## src/rtl/text_console_writer.sv

```systemverilog
// Byte-stream console front end for the 80x30 text buffer: cursor tracking, control codes, screen/line clears.
// Optional CLEAR_LINE state is enabled by defining TEXT_CONSOLE_LINE_CLEAR_EN.
module text_console_writer #(
    parameter int           COLS       = 80,
    parameter int           ROWS       = 30,
    parameter int           ADDR_WIDTH = 12,
    parameter logic [7:0]   BLANK_CHAR = 8'h20
) (
    input  logic                  wclk,
    input  logic                  rst_n,
    input  logic                  in_valid,
    input  logic [7:0]            in_data,
    output logic                  in_ready,
    output logic                  write_en,
    output logic [ADDR_WIDTH-1:0] waddr,
    output logic [7:0]            din,
    output logic [6:0]            cursor_col,
    output logic [4:0]            cursor_row,
    output logic                  busy
);

    typedef enum logic [1:0] {
        S_CLEAR_ALL  = 2'd0,
        S_IDLE       = 2'd1
`ifdef TEXT_CONSOLE_LINE_CLEAR_EN
        , S_CLEAR_LINE = 2'd2
`endif
    } state_t;

    localparam logic [ADDR_WIDTH-1:0] LAST_CELL = ADDR_WIDTH'(COLS*ROWS - 1);
    localparam logic [6:0]            LAST_COL  = 7'(COLS - 1);
    localparam logic [4:0]            LAST_ROW  = 5'(ROWS - 1);
`ifdef TEXT_CONSOLE_LINE_CLEAR_EN
    localparam logic [ADDR_WIDTH-1:0] LAST_LINE_CNT = ADDR_WIDTH'(COLS - 1);
`endif

    state_t                  state, state_nx;
    logic [ADDR_WIDTH-1:0]   clr_cnt, clr_cnt_nx;
    logic                    we_nx;
    logic [ADDR_WIDTH-1:0]   waddr_nx;
    logic [7:0]              din_nx;
    logic [6:0]              col_nx;
    logic [4:0]              row_nx;
    logic                    accept;
    logic                    printable;
    logic [4:0]              row_inc;
    logic [ADDR_WIDTH-1:0]   cur_addr;

    // row*80 built from shifts; the buffer is fixed at 80 columns
    function automatic logic [ADDR_WIDTH-1:0] row_base(input logic [4:0] r);
        logic [ADDR_WIDTH-1:0] rw;
        rw = ADDR_WIDTH'(r);
        return (rw << 6) + (rw << 4);
    endfunction

    assign accept    = in_valid && (state == S_IDLE);
    assign printable = (in_data >= 8'h20) && (in_data <= 8'h7E);
    assign row_inc   = (cursor_row == LAST_ROW) ? 5'd0 : cursor_row + 5'd1;
    assign cur_addr  = row_base(cursor_row) + ADDR_WIDTH'(cursor_col);
    assign in_ready  = (state == S_IDLE);
    assign busy      = (state != S_IDLE);

`ifdef TEXT_CONSOLE_LINE_CLEAR_EN
    logic row_adv;
    assign row_adv = accept && ((in_data == 8'h0A) || (printable && cursor_col == LAST_COL));
`endif

    always_ff @(posedge wclk or negedge rst_n) begin
        if (!rst_n) begin
            state   <= S_CLEAR_ALL;
            clr_cnt <= '0;
        end else begin
            state   <= state_nx;
            clr_cnt <= clr_cnt_nx;
        end
    end

    always_comb begin
        state_nx   = state;
        clr_cnt_nx = clr_cnt;
        case (state)
            S_CLEAR_ALL: begin
                clr_cnt_nx = clr_cnt + ADDR_WIDTH'(1);
                if (clr_cnt == LAST_CELL) begin
                    state_nx   = S_IDLE;
                    clr_cnt_nx = '0;
                end
            end
`ifdef TEXT_CONSOLE_LINE_CLEAR_EN
            S_CLEAR_LINE: begin
                clr_cnt_nx = clr_cnt + ADDR_WIDTH'(1);
                if (clr_cnt == LAST_LINE_CNT) begin
                    state_nx   = S_IDLE;
                    clr_cnt_nx = '0;
                end
            end
`endif
            S_IDLE: begin
                if (accept && in_data == 8'h0C) begin
                    state_nx   = S_CLEAR_ALL;
                    clr_cnt_nx = '0;
                end
`ifdef TEXT_CONSOLE_LINE_CLEAR_EN
                else if (row_adv) begin
                    state_nx   = S_CLEAR_LINE;
                    clr_cnt_nx = '0;
                end
`endif
            end
            default: begin
                state_nx   = S_CLEAR_ALL;
                clr_cnt_nx = '0;
            end
        endcase
    end

    always_comb begin
        we_nx    = 1'b0;
        waddr_nx = waddr;
        din_nx   = din;
        col_nx   = cursor_col;
        row_nx   = cursor_row;
        case (state)
            S_CLEAR_ALL: begin
                we_nx    = 1'b1;
                waddr_nx = clr_cnt;
                din_nx   = BLANK_CHAR;
                if (clr_cnt == LAST_CELL) begin
                    col_nx = '0;
                    row_nx = '0;
                end
            end
`ifdef TEXT_CONSOLE_LINE_CLEAR_EN
            S_CLEAR_LINE: begin
                we_nx    = 1'b1;
                waddr_nx = row_base(cursor_row) + clr_cnt;
                din_nx   = BLANK_CHAR;
            end
`endif
            S_IDLE: begin
                if (accept) begin
                    if (printable) begin
                        we_nx    = 1'b1;
                        waddr_nx = cur_addr;
                        din_nx   = in_data;
                        if (cursor_col == LAST_COL) begin
                            col_nx = '0;
                            row_nx = row_inc;
                        end else begin
                            col_nx = cursor_col + 7'd1;
                        end
                    end else if (in_data == 8'h0A) begin
                        col_nx = '0;
                        row_nx = row_inc;
                    end else if (in_data == 8'h0D) begin
                        col_nx = '0;
                    end else if (in_data == 8'h08 && cursor_col != 7'd0) begin
                        // Backspace never wraps to the previous row
                        col_nx   = cursor_col - 7'd1;
                        we_nx    = 1'b1;
                        waddr_nx = cur_addr - ADDR_WIDTH'(1);
                        din_nx   = BLANK_CHAR;
                    end
                end
            end
            default: ;
        endcase
    end

    always_ff @(posedge wclk or negedge rst_n) begin
        if (!rst_n) begin
            write_en   <= 1'b0;
            waddr      <= '0;
            din        <= '0;
            cursor_col <= '0;
            cursor_row <= '0;
        end else begin
            write_en   <= we_nx;
            waddr      <= waddr_nx;
            din        <= din_nx;
            cursor_col <= col_nx;
            cursor_row <= row_nx;
        end
    end

endmodule

```

## config.mk

```make
export PLATFORM = sky130hd
export DESIGN_NAME = text_console_writer
export DESIGN_NICKNAME = d
export VERILOG_FILES = /design/src/rtl/text_console_writer.sv
export SDC_FILE = /design/constraint.sdc
export NUM_CORES = 1
export LEC_CHECK = 0
export BUFFER_PORTS_ARGS = -buffer_cell sky130_fd_sc_hd__buf_2
export CAP_MARGIN = 20
export CORE_ASPECT_RATIO = 1.4
export CORE_MARGIN = 5
export CORE_UTILIZATION = 40
export CTS_CLUSTER_SIZE = 8
export DETAILED_ROUTE_END_ITERATION = 10
export PLACE_DENSITY = 0.73
export SLEW_MARGIN = 25
export SYNTH_ARGS = -nofsm -noshare
export SYNTH_HDL_FRONTEND = slang
export SYNTH_SLANG_ARGS = --single-unit
```

## constraint.sdc

```tcl
create_clock -name wclk -period 3.45 [get_ports wclk]
set_clock_uncertainty 0.1 [all_clocks]
set_input_delay 0.1725 -clock wclk [delete_from_list [all_inputs] [get_ports wclk]]
set_output_delay 0.1725 -clock wclk [all_outputs]
set_load 0.01 [all_outputs]
```

## Word-level counts from Yosys, hierarchy flattened

Cells that the tools add are included.

| storage, ports and cells | value |
|---|---|
| register bits | 47 |
| bits of input ports | 11 |
| output and inout port bits | 35 |
| word-level logic and storage cells | 84 |

| cells by class | value |
|---|---|
| add/sub/neg operators | 7 |
| $lt $le $gt $ge | 2 |
| equality and inequality tests | 18 |
| multiplexer cells | 39 |
| reduce and logical (&&, ||, !) cells | 11 |

Operators by type and width:

| operator | count |
|---|---|
| 2-to-1 mux 12 bit | 7 |
| 2-to-1 mux 7 bit | 7 |
| one-hot mux 12 bit (2 select lines) | 2 |
| 2-to-1 mux 8 bit | 5 |
| == test 8 x 4 -> 1 bit, second input constant | 4 |
| 2-to-1 mux 5 bit | 6 |
| one-hot mux 8 bit (2 select lines) | 1 |
| one-hot mux 7 bit (2 select lines) | 1 |
| adder 11 x 9 -> 12 bit | 1 |
| adder 12 x 1 -> 12 bit, second input constant | 1 |
| adder 12 x 7 -> 12 bit | 1 |
| == test 12 bit, second input constant | 1 |
| subtractor 12 x 1 -> 12 bit, second input constant | 1 |
| one-hot mux 5 bit (2 select lines) | 1 |
| AND reduction 5 bit | 2 |
| >= comparator 8 x 6 -> 1 bit, second input constant | 1 |
| less-or-equal comparator 8 x 7 -> 1 bit, second input constant | 1 |
| adder 7 x 1 -> 7 bit, second input constant | 1 |
| == test 7 bit, second input constant | 1 |
| nonzero test 7 bit | 1 |
| subtractor 7 x 1 -> 7 bit, second input constant | 1 |
| != test 2 x 1 -> 1 bit, second input constant | 3 |
| != test 3 x 1 -> 1 bit, second input constant | 2 |
| != test 3 bit, second input constant | 2 |
| 15 further kinds | 23 |

## Depth between registers and ports, before layout

Gate-level depths: netlist of the first run.

| logic depth | value |
|---|---|
| depth in word-level cells | 9 |
| depth in mapped cells | 11 |
| gate-level depth less buffers | 10 |

## Least setup slack after synthesis of the first run

OpenSTA, ideal clock, no wires.

| path | value |
|---|---|
| kind | reg-to-reg |
| start | reg cursor_col[6] |
| end | reg waddr[11] |
| library setup time | 0.069 ns |
| data arrival time | 3.176 ns |
| data required time | 3.281 ns |
| path slack | 0.105 ns |
| stages on the path, launching flop included | 12 |
| path buffers | 1 |
| period minus slack after synthesis | 3.345 ns |
| path through | dfrtp_1 -> clkbuf_1 -> inv_1 -> fa_1 -> inv_1 -> ha_1 -> a211o_1 -> and3_1 -> o311ai_0 -> nor4_1 -> or4_1 -> nand3_1 |

| on the way | value |
|---|---|
| word-level cells in the longest chain between the ends | 8 |
| elaborated cells between the ends (all ways) | 12 |
| classes of those cells | 2 x add/sub; 1 x eq/ne; 6 x mux; 3 x reduce/logical |

Ends and longest elaborated chain:

| element | line | source |
|---|---|---|
| start: declaration | 17 | `output logic [6:0] cursor_col,` |
| start signal: assignment | 181 | `cursor_col <= col_nx;` |
| adder 12 x 7 -> 12 bit | 59 | `assign cur_addr = row_base(cursor_row) + ADDR_WIDTH'(cursor_col);` |
| subtractor 12 x 1 -> 12 bit | 161 | `waddr_nx = cur_addr - ADDR_WIDTH'(1);` |
| 2-to-1 mux 12 bit | 157 | `end else if (in_data == 8'h08 && cursor_col != 7'd0) begin` |
| 2-to-1 mux 12 bit | 155 | `end else if (in_data == 8'h0D) begin` |
| 2-to-1 mux 12 bit | 152 | `end else if (in_data == 8'h0A) begin` |
| 2-to-1 mux 12 bit | 142 | `if (printable) begin` |
| 2-to-1 mux 12 bit | 141 | `if (accept) begin` |
| one-hot mux 12 bit (2 select lines) | 123 | `case (state)` |
| end signal: assignment | 179 | `waddr <= waddr_nx;` |
| end: declaration | 15 | `output logic [ADDR_WIDTH-1:0] waddr,` |

Parallel ways exist; a longest one is shown, timed or not. The select of a mux whose other input is x is not followed.
A chain may end at the register's enable or synchronous reset.

## Final worst setup path of the first run

| path | value |
|---|---|
| start | reg cursor_row[2] |
| end | reg waddr[11] |

| on the way | value |
|---|---|
| word-level cells in the longest chain between the ends | 9 |

Ends and longest elaborated chain:

| element | line | source |
|---|---|---|
| start: declaration | 18 | `output logic [4:0] cursor_row,` |
| start signal: assignment | 182 | `cursor_row <= row_nx;` |
| adder 11 x 9 -> 12 bit * | 53 | `return (rw << 6) + (rw << 4);` |
| adder 12 x 7 -> 12 bit * | 59 |  |
| subtractor 12 x 1 -> 12 bit | 161 |  |
| 2-to-1 mux 12 bit | 157 |  |
| 2-to-1 mux 12 bit | 155 |  |
| 2-to-1 mux 12 bit | 152 |  |
| 2-to-1 mux 12 bit * | 142 |  |
| 2-to-1 mux 12 bit * | 141 |  |
| one-hot mux 12 bit (2 select lines) * | 123 |  |

Mark *: on every way between the ends. The rest lies on a longest branch, timed or not. The select of a mux whose other input is x is not followed.

==> impl_metrics.env, run 1 <==
export IMPL_library_cell_used_as_clock_root_buffer="clkbuf_8"
export IMPL_path_depth_of_the_worst_reg2reg_path=10
export IMPL_crit_required_ns=3.59
export IMPL_num_fill_cells=741
export IMPL_count_of_flip_flops_with_a_built_in_enable_after_synthesis=0
export IMPL_area_sequential_mm2=0.00115
export IMPL_num_vias=2788
export IMPL_critical_path_capture_point_type="register"
export IMPL_total_switching_power_mw=0.231
export IMPL_dominantRegCellSynth="dfrtp_1"
export IMPL_finalSetupTns_ns=0
export IMPL_max_clock_path_buffers=2
export IMPL_antenna_found_initial=0
export IMPL_flow_area_growth_from_synthesis_pct=14.8
export IMPL_power_switching_share_pct=22.9
export IMPL_unrepaired_setup_endpoints_after_global_routing="no"
export IMPL_min_path_type="input pin to register"
export IMPL_grt_pass1_wl_um=12700
export IMPL_detail_route_first_pass_iterations=4
export IMPL_fp_dieArea_mm2=0.00954
export IMPL_synth_top_area_share_pct=37.6
export IMPL_drcViolationCount=0
export IMPL_seq_area_frac_synth_pct=37.6
export IMPL_grt_max_degree=47
export IMPL_rows=37
export IMPL_hold_path_startpoint="in_data[4]"
export IMPL_h_tree_depth=2
export IMPL_post_synth_inst_count=355
export IMPL_dpl_cell_area_mm2=0.00339
export IMPL_worstPathMaxFanout=8
export IMPL_clk_lat_worst_skew_ns=0.30
export IMPL_power_clock_fraction_pct=40.3
export IMPL_design_core_area_mm2=0.00741
export IMPL_tightestPinTransition_ns=0.912
export IMPL_detail_route_antenna_nets=0
export IMPL_endpoint_of_the_worst_register_to_register_path="waddr[11]$_DFFE_PN0P_"
export IMPL_final_period_utilization_pct=94.6
export IMPL_global_route_usage_met3_pct=2.02
export IMPL_synth_top_cell_by_area="dfrtp_1"
export IMPL_critPathLaunchType="register"
export IMPL_whs_path_depth=3
export IMPL_timing_final_max_slew_violations=0
export IMPL_gp_congestion=0.867
export IMPL_max_cap_violations=0
export IMPL_total_area_of_multi_input_combinational_cells_mm2=0.00177
export IMPL_cts_clk_slew_worst_paths_ns=0.09
export IMPL_vdd_ir_drop_max_v=0.000192
export IMPL_cts_setup_buffers=0
export IMPL_worstHoldEndpoint="din[4]$_DFFE_PN0P_"
export IMPL_yosys_warnings=0
export IMPL_combPwrFrac_pct=5.6
export IMPL_fin_nets=426
export IMPL_globalRouteMet2Util_pct=29.6
export IMPL_die_height_um=114
export IMPL_result_of_the_run="completed"
export IMPL_yosysUniqueCellTypes=64
export IMPL_grt_most_used_layer="met2"
export IMPL_start_util_pct=41.4
export IMPL_timing_slew_headroom_pct=38.9
export IMPL_boundaryPins=46
export IMPL_worst_ep_arrival_time_ns=3.40
export IMPL_cts_buffers_inserted=5
export IMPL_synthesis_nets=383
export IMPL_power_frac_seq_pct=54.0
export IMPL_final_setup_violation_count=0
export IMPL_fin_util_pct=47.5
export IMPL_wl_per_cell_um=15.1
export IMPL_power_density_mw_per_mm2=286
export IMPL_insertedDiodeCount=0
export IMPL_dp_hpwl_um=5620
export IMPL_grt_overflow_total=0
export IMPL_routed_via_density=5.62
export IMPL_grt_total_usage_pct=16.0
export IMPL_die_width_um=84.0
export IMPL_globalRouteMet1Util_pct=19.1
export IMPL_final_layout_size_suffix_gt1_share_pct=19.0
export IMPL_number_of_global_route_vias_before_repair=2742
export IMPL_post_cts_hold_buffer_count=1
export IMPL_drt_first_iter_violations=177
export IMPL_stdcell_area_mm2=0.00352
export IMPL_r2r_slack_ns=0.19
export IMPL_critical_path_reg2reg_startpoint="cursor_row[2]$_DFFE_PN0P_"
export IMPL_p_leak_nw=1.51
export IMPL_async_reset_ff_share_pct=100
export IMPL_tritoncts_clock_tree="yes"
export IMPL_finalHoldViolCount=0
export IMPL_achievable_frequency_mhz=307
export IMPL_buffer_ports_inserted=45
export IMPL_setup_worst_path_class="register to register"
export IMPL_netlist_top_cells_area="dfrtp_1, o21ai_0, ha_1"
export IMPL_period_minus_slack_ns=3.26
export IMPL_route_final_wire_length_um=7490
export IMPL_internal_power_mw=0.776
export IMPL_post_cts_resized_instances=0
export IMPL_total_clock_sinks=46
export IMPL_post_synth_instance_area_mm2=0.00306
export IMPL_postSynthAreaPerCell_um2=8.63
export IMPL_ys_seq_elements=46
-- final cells by class --
cell class	count	share of cell area [%]
well taps	97	3.45
clock inverters	2	1.07
repair buffers	53	8.25
multi-input cells	271	50.2
clock buffers	6	2.06
flip-flops and latches	46	32.7
inverters	21	2.24
-- layer usage --
layer	wire, um	up-vias
met1	3180	1333
li1	-	1389
met3	215	12
met4	126	0
met2	3960	54
met5	0	-
-- critical path: stages, from the launching register on --
cell,delay (ns)
dfrtp_1,0.47
inv_1,0.10
fa_1,0.56
inv_1,0.06
ha_1,0.28
a211o_1,0.29
and3_1,0.19
o311ai_0,0.49
nor4_1,0.15
or4_1,0.42
nand3_1,0.09
-- worst max-delay path by stage --
stage	startpoint	to	slack, ns	cells after the start
after floorplan	cursor_col[6]$_DFFE_PN0P_	waddr[11]$_DFFE_PN0P_	0.11	11
after global placement	cursor_row[2]$_DFFE_PN0P_	waddr[11]$_DFFE_PN0P_	0.33	10
after detailed placement	cursor_row[2]$_DFFE_PN0P_	waddr[11]$_DFFE_PN0P_	0.21	10
after CTS	cursor_row[2]$_DFFE_PN0P_	waddr[11]$_DFFE_PN0P_	0.18	10
after global routing	cursor_row[2]$_DFFE_PN0P_	waddr[11]$_DFFE_PN0P_	0.004	10
final	cursor_row[2]$_DFFE_PN0P_	waddr[11]$_DFFE_PN0P_	0.19	10
-- synth_stat cells, drive strengths merged, types with 3 or more instances --
master	count
nand2	35
a31oi	7
and3	8
clkbuf	14
nand3b	3
nor4	3
nand4	8
a21oi	23
xnor2	5
dfrtp	46
or4	4
nor3	6
mux2i	4
nand3	15
or2	5
a22oi	5
o31ai	6
and2	6
o21ai	43
inv	21
ha	15
xor2	3
nand2b	4
buf	3
nor2	23
a21o	3
-- per-stage QoR --
stage	cells	hold WS, ns	setup WS (ns)	total power, mW
after floorplan	355	-0.223	0.105	0.580
after detailed placement	487	0.314	0.214	0.610
final	496	0.0309	0.187	1.01
after CTS	496	0.0223	0.178	1.02
after global routing	496	0.0283	0.00353	1.05
after global placement	487	0.297	0.332	0.609
-- kinds of logic (layout without fill, tap and decap cells) --
family	count (synthesis)	count (layout)	synth area share, %
flops	46	46	37.6
xor+xnor	8	8	2.29
mux	6	6	2.04
compound gates	114	114	24.6
fa+ha+maj	17	17	7.43
simple gates	126	126	21.1
buf+inv	38	82	4.94
-- layout by cell type (no fill, tap or decap), types with 6 or more instances in the layout --
cell,n
inv_1,21
dfrtp_1,46
a31oi_1,7
nor2_1,23
a21oi_1,21
nand2_1,35
buf_4,8
nand4_1,8
buf_2,44
o31ai_1,6
and3_1,8
o21ai_0,41
ha_1,15
nand3_1,15
and2_1,6
-- power groups by stage --
stage                     Clock, mW  Sequential, mW  Combinational, mW
after floorplan                   0           0.555             0.0256
after global routing          0.442           0.545             0.0645
final                         0.406           0.544             0.0567
after global placement            0           0.555             0.0543
after CTS                     0.422           0.544             0.0568
after detailed placement          0           0.555             0.0557
-- sequential cells by signal, indices dropped and copies added (netlist names) --
| register | flops |
|---|---|
| state | 1 |
| waddr | 12 |
| clr_cnt | 12 |
| write_en | 1 |
| cursor_col | 7 |
| din | 8 |
| cursor_row | 5 |
Note: power is estimated with default switching activity, not from simulation.
==> inputs of run 2 (changes only) <==
==> constraint.sdc (replaced) <==
create_clock -name wclk -period 3.45 [get_ports wclk]
set_clock_uncertainty 0.1 [all_clocks]
set_input_delay 0.69 -clock wclk [delete_from_list [all_inputs] [get_ports wclk]]
set_output_delay 0.69 -clock wclk [all_outputs]
set_load 0.01 [all_outputs]
==> impl_metrics.env, run 2 (synthesis gave the netlist of run 1 again) <==
export IMPL_start_util_pct=41.4
export IMPL_total_area_of_multi_input_combinational_cells_mm2=0.00177
export IMPL_timing_critical_path_slowest_cell_delay_ns=0.55
export IMPL_worstPathMaxFanout=8
export IMPL_path_cells="inv_1 > fa_1 > inv_1 > ha_1 > a211o_1 > and3_1 > o311ai_1 > nor4_1 > or4_1 > nand3_1"
export IMPL_vdd_ir_drop_max_v=0.000115
export IMPL_finalSetupTns_ns=0
export IMPL_num_vias=2805
export IMPL_wl_per_cell_um=15.5
export IMPL_antenna_found_initial=0
export IMPL_unrepaired_setup_endpoints_after_global_routing="no"
export IMPL_fp_dieArea_mm2=0.00954
export IMPL_hold_worst_slack_ns=0.275
export IMPL_critical_path_capture_point_type="register"
export IMPL_area_sequential_mm2=0.00115
export IMPL_final_layout_size_suffix_gt1_share_pct=19.5
export IMPL_routed_via_density=5.66
export IMPL_result_of_the_run="completed"
export IMPL_total_clock_sinks=46
export IMPL_layout_cells_most_common="dfrtp_1"
export IMPL_detail_route_first_pass_iterations=4
export IMPL_rows=37
export IMPL_route_final_wire_length_um=7680
export IMPL_final_setup_violation_count=0
export IMPL_critPathLaunchType="register"
export IMPL_tritoncts_clock_tree="yes"
export IMPL_grt_overflow_total=0
export IMPL_crit_required_ns=3.59
export IMPL_drt_first_iter_violations=155
export IMPL_layout_top_registers="clr_cnt (12), waddr (12), din (8)"
export IMPL_flow_area_growth_from_synthesis_pct=14.0
export IMPL_grt_total_usage_pct=17.0
export IMPL_insertedDiodeCount=0
export IMPL_grt_max_degree=47
export IMPL_cts_clk_slew_worst_paths_ns=0.10
export IMPL_die_width_um=84.0
export IMPL_period_minus_slack_ns=3.13
export IMPL_h_tree_depth=2
export IMPL_boundaryPins=46
export IMPL_timing_slew_headroom_pct=40.6
export IMPL_min_path_type="input pin to async pin"
export IMPL_clk_lat_worst_skew_ns=0.31
export IMPL_grt_pass1_wl_um=13400
export IMPL_number_of_global_route_vias_before_repair=2874
export IMPL_cts_buffers_inserted=5
export IMPL_power_frac_seq_pct=57.5
export IMPL_internal_power_mw=0.702
export IMPL_library_cell_used_as_clock_root_buffer="clkbuf_8"
export IMPL_detail_route_antenna_nets=0
export IMPL_timing_critical_path_slowest_stage_cell="fa_1"
export IMPL_dp_hpwl_um=5760
export IMPL_total_switching_power_mw=0.245
export IMPL_die_height_um=114
export IMPL_p_leak_nw=1.50
export IMPL_final_period_utilization_pct=90.7
export IMPL_most_used_cells_in_the_layout_excluding_fill_and_tap_cells="dfrtp_1, buf_2, o21ai_0"
export IMPL_combPwrFrac_pct=5.9
export IMPL_finalHoldViolCount=0
export IMPL_timing_final_max_slew_violations=0
export IMPL_tightestPinTransition_ns=0.887
export IMPL_setup_worst_path_class="register to register"
export IMPL_design_core_area_mm2=0.00741
export IMPL_worst_ep_arrival_time_ns=3.27
export IMPL_power_density_mw_per_mm2=271
export IMPL_max_clock_path_buffers=2
export IMPL_max_cap_violations=0
export IMPL_power_switching_share_pct=25.9
export IMPL_buffer_ports_inserted=45
export IMPL_fin_nets=426
export IMPL_drcViolationCount=0
export IMPL_num_fill_cells=744
export IMPL_power_clock_fraction_pct=36.6
export IMPL_gp_congestion=0.875
export IMPL_achievable_frequency_mhz=319
export IMPL_cts_setup_buffers=0
export IMPL_most_used_cell_along_the_critical_path="inv_1"
run 2: cell count changes in the layout (fill, tap and decap cells not counted), sizes merged:
cell         delta
clkinv          +2
bufinv          -1
dlygate4sd3     -1
buf             +1
clkbuf          -1
run 2: critical path: cells and delay by family, from the launching register on:
kind                     cells  cell delay [ns]
buffers and inverters        2             0.16
flip-flops                   1             0.48
AO/OA/AOI/OAI                2             0.67
adder cells (fa/ha/maj)      2             0.83
AND/OR/NAND/NOR              4             0.84
run 2: path summary, 6_finish.rpt:
kind	start	end	slack, ns	cells after the start
worst min-delay path	rst_n	din[6]$_DFFE_PN0P_	0.28	1
worst min register to register	din[3]$_DFFE_PN0P_	din[3]$_DFFE_PN0P_	0.38	2
max in group asynchronous	rst_n	waddr[8]$_DFFE_PN0P_	2.56	1
worst max-delay path	cursor_row[2]$_DFFE_PN0P_	waddr[11]$_DFFE_PN0P_	0.32	10
min in group wclk	din[3]$_DFFE_PN0P_	din[3]$_DFFE_PN0P_	0.38	2
worst max register to register	cursor_row[2]$_DFFE_PN0P_	waddr[11]$_DFFE_PN0P_	0.32	10
run 2: power groups by stage:
stage | combinational, mW | sequential (mW) | clock (mW)
2_1_floorplan | 0.0256 | 0.555 | 0
3_3_place_gp | 0.0549 | 0.555 | 0
3_5_place_dp | 0.0563 | 0.555 | 0
4_1_cts | 0.0564 | 0.544 | 0.355
5_1_grt | 0.0634 | 0.545 | 0.382
6_report | 0.0561 | 0.544 | 0.347
run 2: final cells by class:
class	instances	share of cell area, %
Multi-Input combinational cell	271	50.5
Sequential cell	46	32.9
Timing Repair Buffer	53	8.23
Tap cell	97	3.47
Inverter	21	2.26
Clock buffer	5	1.97
Clock inverter	3	0.609
run 2: through the flow:
step | instance area (um2) | total power, mW | utilization (%) | instances | setup WS (ns)
floorplan | 3060 | 0.580 | - | 355 | 0.105
global placement | 3400 | 0.610 | 45.9 | 488 | 0.328
detailed placement | 3400 | 0.611 | 45.9 | 488 | 0.173
CTS | 3490 | 0.956 | 47.1 | 496 | 0.161
global route | 3490 | 0.991 | 47.2 | 496 | 0.0690
finish | 3490 | 0.947 | 47.2 | 496 | 0.320
run 2: metal layers:
layer  track usage, %  part of all wire, %  routed length, um
met2             30.9                   52               4010
met4             8.05                  2.1                165
met1             19.4                   43               3280
met5                0                    0                  0
met3             2.82                  2.8                215
run 2: what timing repair did:
item,in CTS,in global routing
gates resized for setup,0,1
setup endpoints to repair,0,1
hold buffers,0,0
hold endpoints to repair,0,0
==> inputs of run 3 (changes only) <==
--- a/config.mk
+++ b/config.mk
@@ -5,14 +5,14 @@
 export SDC_FILE = /design/constraint.sdc
 export NUM_CORES = 1
 export LEC_CHECK = 0
-export BUFFER_PORTS_ARGS = -buffer_cell sky130_fd_sc_hd__buf_2
+export BUFFER_PORTS_ARGS = -buffer_cell sky130_fd_sc_hd__buf_4
 export CAP_MARGIN = 20
 export CORE_ASPECT_RATIO = 1.4
 export CORE_MARGIN = 5
 export CORE_UTILIZATION = 40
 export CTS_CLUSTER_SIZE = 8
 export DETAILED_ROUTE_END_ITERATION = 10
-export PLACE_DENSITY = 0.73
+export PLACE_DENSITY_LB_ADDON = 0.2
 export SLEW_MARGIN = 25
 export SYNTH_ARGS = -nofsm -noshare
 export SYNTH_HDL_FRONTEND = slang
==> impl_metrics.env, run 3 (synthesis gave the netlist of run 1 again) <==
export IMPL_final_period_utilization_pct=90.4
export IMPL_achievable_frequency_mhz=321
export IMPL_routed_via_density=5.66
export IMPL_h_tree_depth=2
export IMPL_total_clock_sinks=46
export IMPL_rows=37
export IMPL_min_path_type="input pin to async pin"
export IMPL_grt_overflow_total=0
export IMPL_fin_nets=425
export IMPL_crit_required_ns=3.59
export IMPL_antenna_found_initial=0
export IMPL_route_final_wire_length_um=7650
export IMPL_cts_setup_buffers=0
export IMPL_unrepaired_setup_endpoints_after_global_routing="no"
export IMPL_design_core_area_mm2=0.00741
export IMPL_drt_first_iter_violations=110
export IMPL_period_minus_slack_ns=3.12
export IMPL_num_fill_cells=751
export IMPL_worst_ep_arrival_time_ns=3.26
export IMPL_dp_hpwl_um=5750
export IMPL_die_height_um=114
export IMPL_critical_path_capture_point_type="register"
export IMPL_p_leak_nw=1.53
export IMPL_max_clock_path_buffers=2
export IMPL_flow_area_growth_from_synthesis_pct=18.2
export IMPL_dpl_cell_area_mm2=0.00351
export IMPL_drcViolationCount=0
export IMPL_tightestPinTransition_ns=0.874
export IMPL_insertedDiodeCount=0
export IMPL_grt_pass1_wl_um=13200
export IMPL_worstPathMaxFanout=8
export IMPL_start_util_pct=41.4
export IMPL_clk_lat_worst_skew_ns=0.31
export IMPL_finalSetupTns_ns=0
export IMPL_layout_cells_most_common="buf_4"
export IMPL_power_density_mw_per_mm2=281
export IMPL_worstSetupStartpoint="cursor_row[2]$_DFFE_PN0P_"
export IMPL_wl_per_cell_um=15.4
export IMPL_fp_dieArea_mm2=0.00954
export IMPL_final_setup_violation_count=0
export IMPL_num_vias=2800
export IMPL_result_of_the_run="completed"
export IMPL_most_used_cells_in_the_layout_excluding_fill_and_tap_cells="buf_4, dfrtp_1, o21ai_0"
export IMPL_detail_route_first_pass_iterations=4
export IMPL_layout_top_registers="clr_cnt (12), waddr (12), din (8)"
export IMPL_cts_clk_slew_worst_paths_ns=0.10
export IMPL_setup_worst_path_class="register to register"
export IMPL_critPathLaunchType="register"
export IMPL_cts_buffers_inserted=5
export IMPL_tritoncts_clock_tree="yes"
export IMPL_boundaryPins=46
export IMPL_setup_ws_ns=0.331
export IMPL_grt_max_degree=47
export IMPL_die_width_um=84.0
export IMPL_max_cap_violations=0
export IMPL_final_layout_size_suffix_gt1_share_pct=19.3
export IMPL_pre_cts_ws_ns=0.205
export IMPL_number_of_global_route_vias_before_repair=2765
export IMPL_buffer_ports_inserted=45
export IMPL_post_cts_hold_buffer_count=0
export IMPL_grt_total_usage_pct=16.8
export IMPL_gp_congestion=0.856
export IMPL_finalHoldViolCount=0
export IMPL_timing_slew_headroom_pct=41.5
export IMPL_vdd_ir_drop_max_v=0.000127
export IMPL_stdcell_area_mm2=0.00362
export IMPL_library_cell_used_as_clock_root_buffer="clkbuf_8"
export IMPL_detail_route_antenna_nets=0
export IMPL_critical_path_reg2reg_startpoint="cursor_row[2]$_DFFE_PN0P_"
export IMPL_timing_final_max_slew_violations=0
run 3: cell count changes in the layout (fill, tap and decap cells not counted), sizes merged:
cell	before	now
buf	53	52
clkinv	2	0
bufinv	0	1
clkinvlp	1	2
run 3: final timing paths:
path	to	slack, ns	depth (start not counted)
max	waddr[11]$_DFFE_PN0P_	0.33	10
min	cursor_col[3]$_DFFE_PN0P_	0.26	1
max reg2reg	waddr[11]$_DFFE_PN0P_	0.33	10
min reg2reg	waddr[5]$_DFFE_PN0P_	0.39	1
max in group asynchronous	cursor_row[1]$_DFFE_PN0P_	2.56	1
min in group wclk	waddr[5]$_DFFE_PN0P_	0.39	1
run 3: repair_timing:
action,CTS,global route
endpoints found under the setup margin,0,1
gates resized for setup,0,1
endpoints found under the hold margin,0,0
run 3: area by class of cell:
type                    count  area, um2  area share (%)
well taps                  97        121            3.35
clock buffers               5       68.8            1.90
repair buffers             52        390            10.8
multi-input cells         271       1770            48.8
clock inverters             3       45.0            1.24
flip-flops and latches     46       1150            31.8
inverters                  21       78.8            2.18
run 3: power by group:
| part | switching (mW) | internal (mW) | total (mW) |
|---|---|---|---|
| logic | 0.0372 | 0.0226 | 0.0598 |
| clock network | 0.198 | 0.216 | 0.414 |
| registers | 0.00388 | 0.540 | 0.544 |
run 3: worst max-delay path: stages, from the launching register on:
cell and delay [ns]:
dfrtp_1 0.49, inv_1 0.09, fa_1 0.54, inv_1 0.06
ha_1 0.28, a211o_1 0.28, and3_1 0.20, o311ai_1 0.40
nor4_1 0.13, or4_1 0.41, nand3_1 0.09
run 3: metrics by stage:
step | total power [mW] | hold WS, ns | std cells | utilization (%)
global placement | 0.615 | 0.361 | 487 | 47.3
global route | 1.06 | 0.330 | 495 | 48.9
finish | 1.02 | 0.265 | 495 | 48.9
detailed placement | 0.615 | 0.373 | 487 | 47.3
CTS | 1.03 | 0.294 | 495 | 48.9
floorplan | 0.580 | 0.294 | 355 | -
run 3: layer usage:
| layer | routed length [um] | vias to the layer above | global-route usage (%) |
|---|---|---|---|
| met5 | 0 | - | 0 |
| met4 | 136 | 0 | 5.04 |
| met3 | 240 | 10 | 2.53 |
| met2 | 3940 | 55 | 29.7 |
| met1 | 3330 | 1355 | 21.1 |
| li1 | - | 1380 | - |
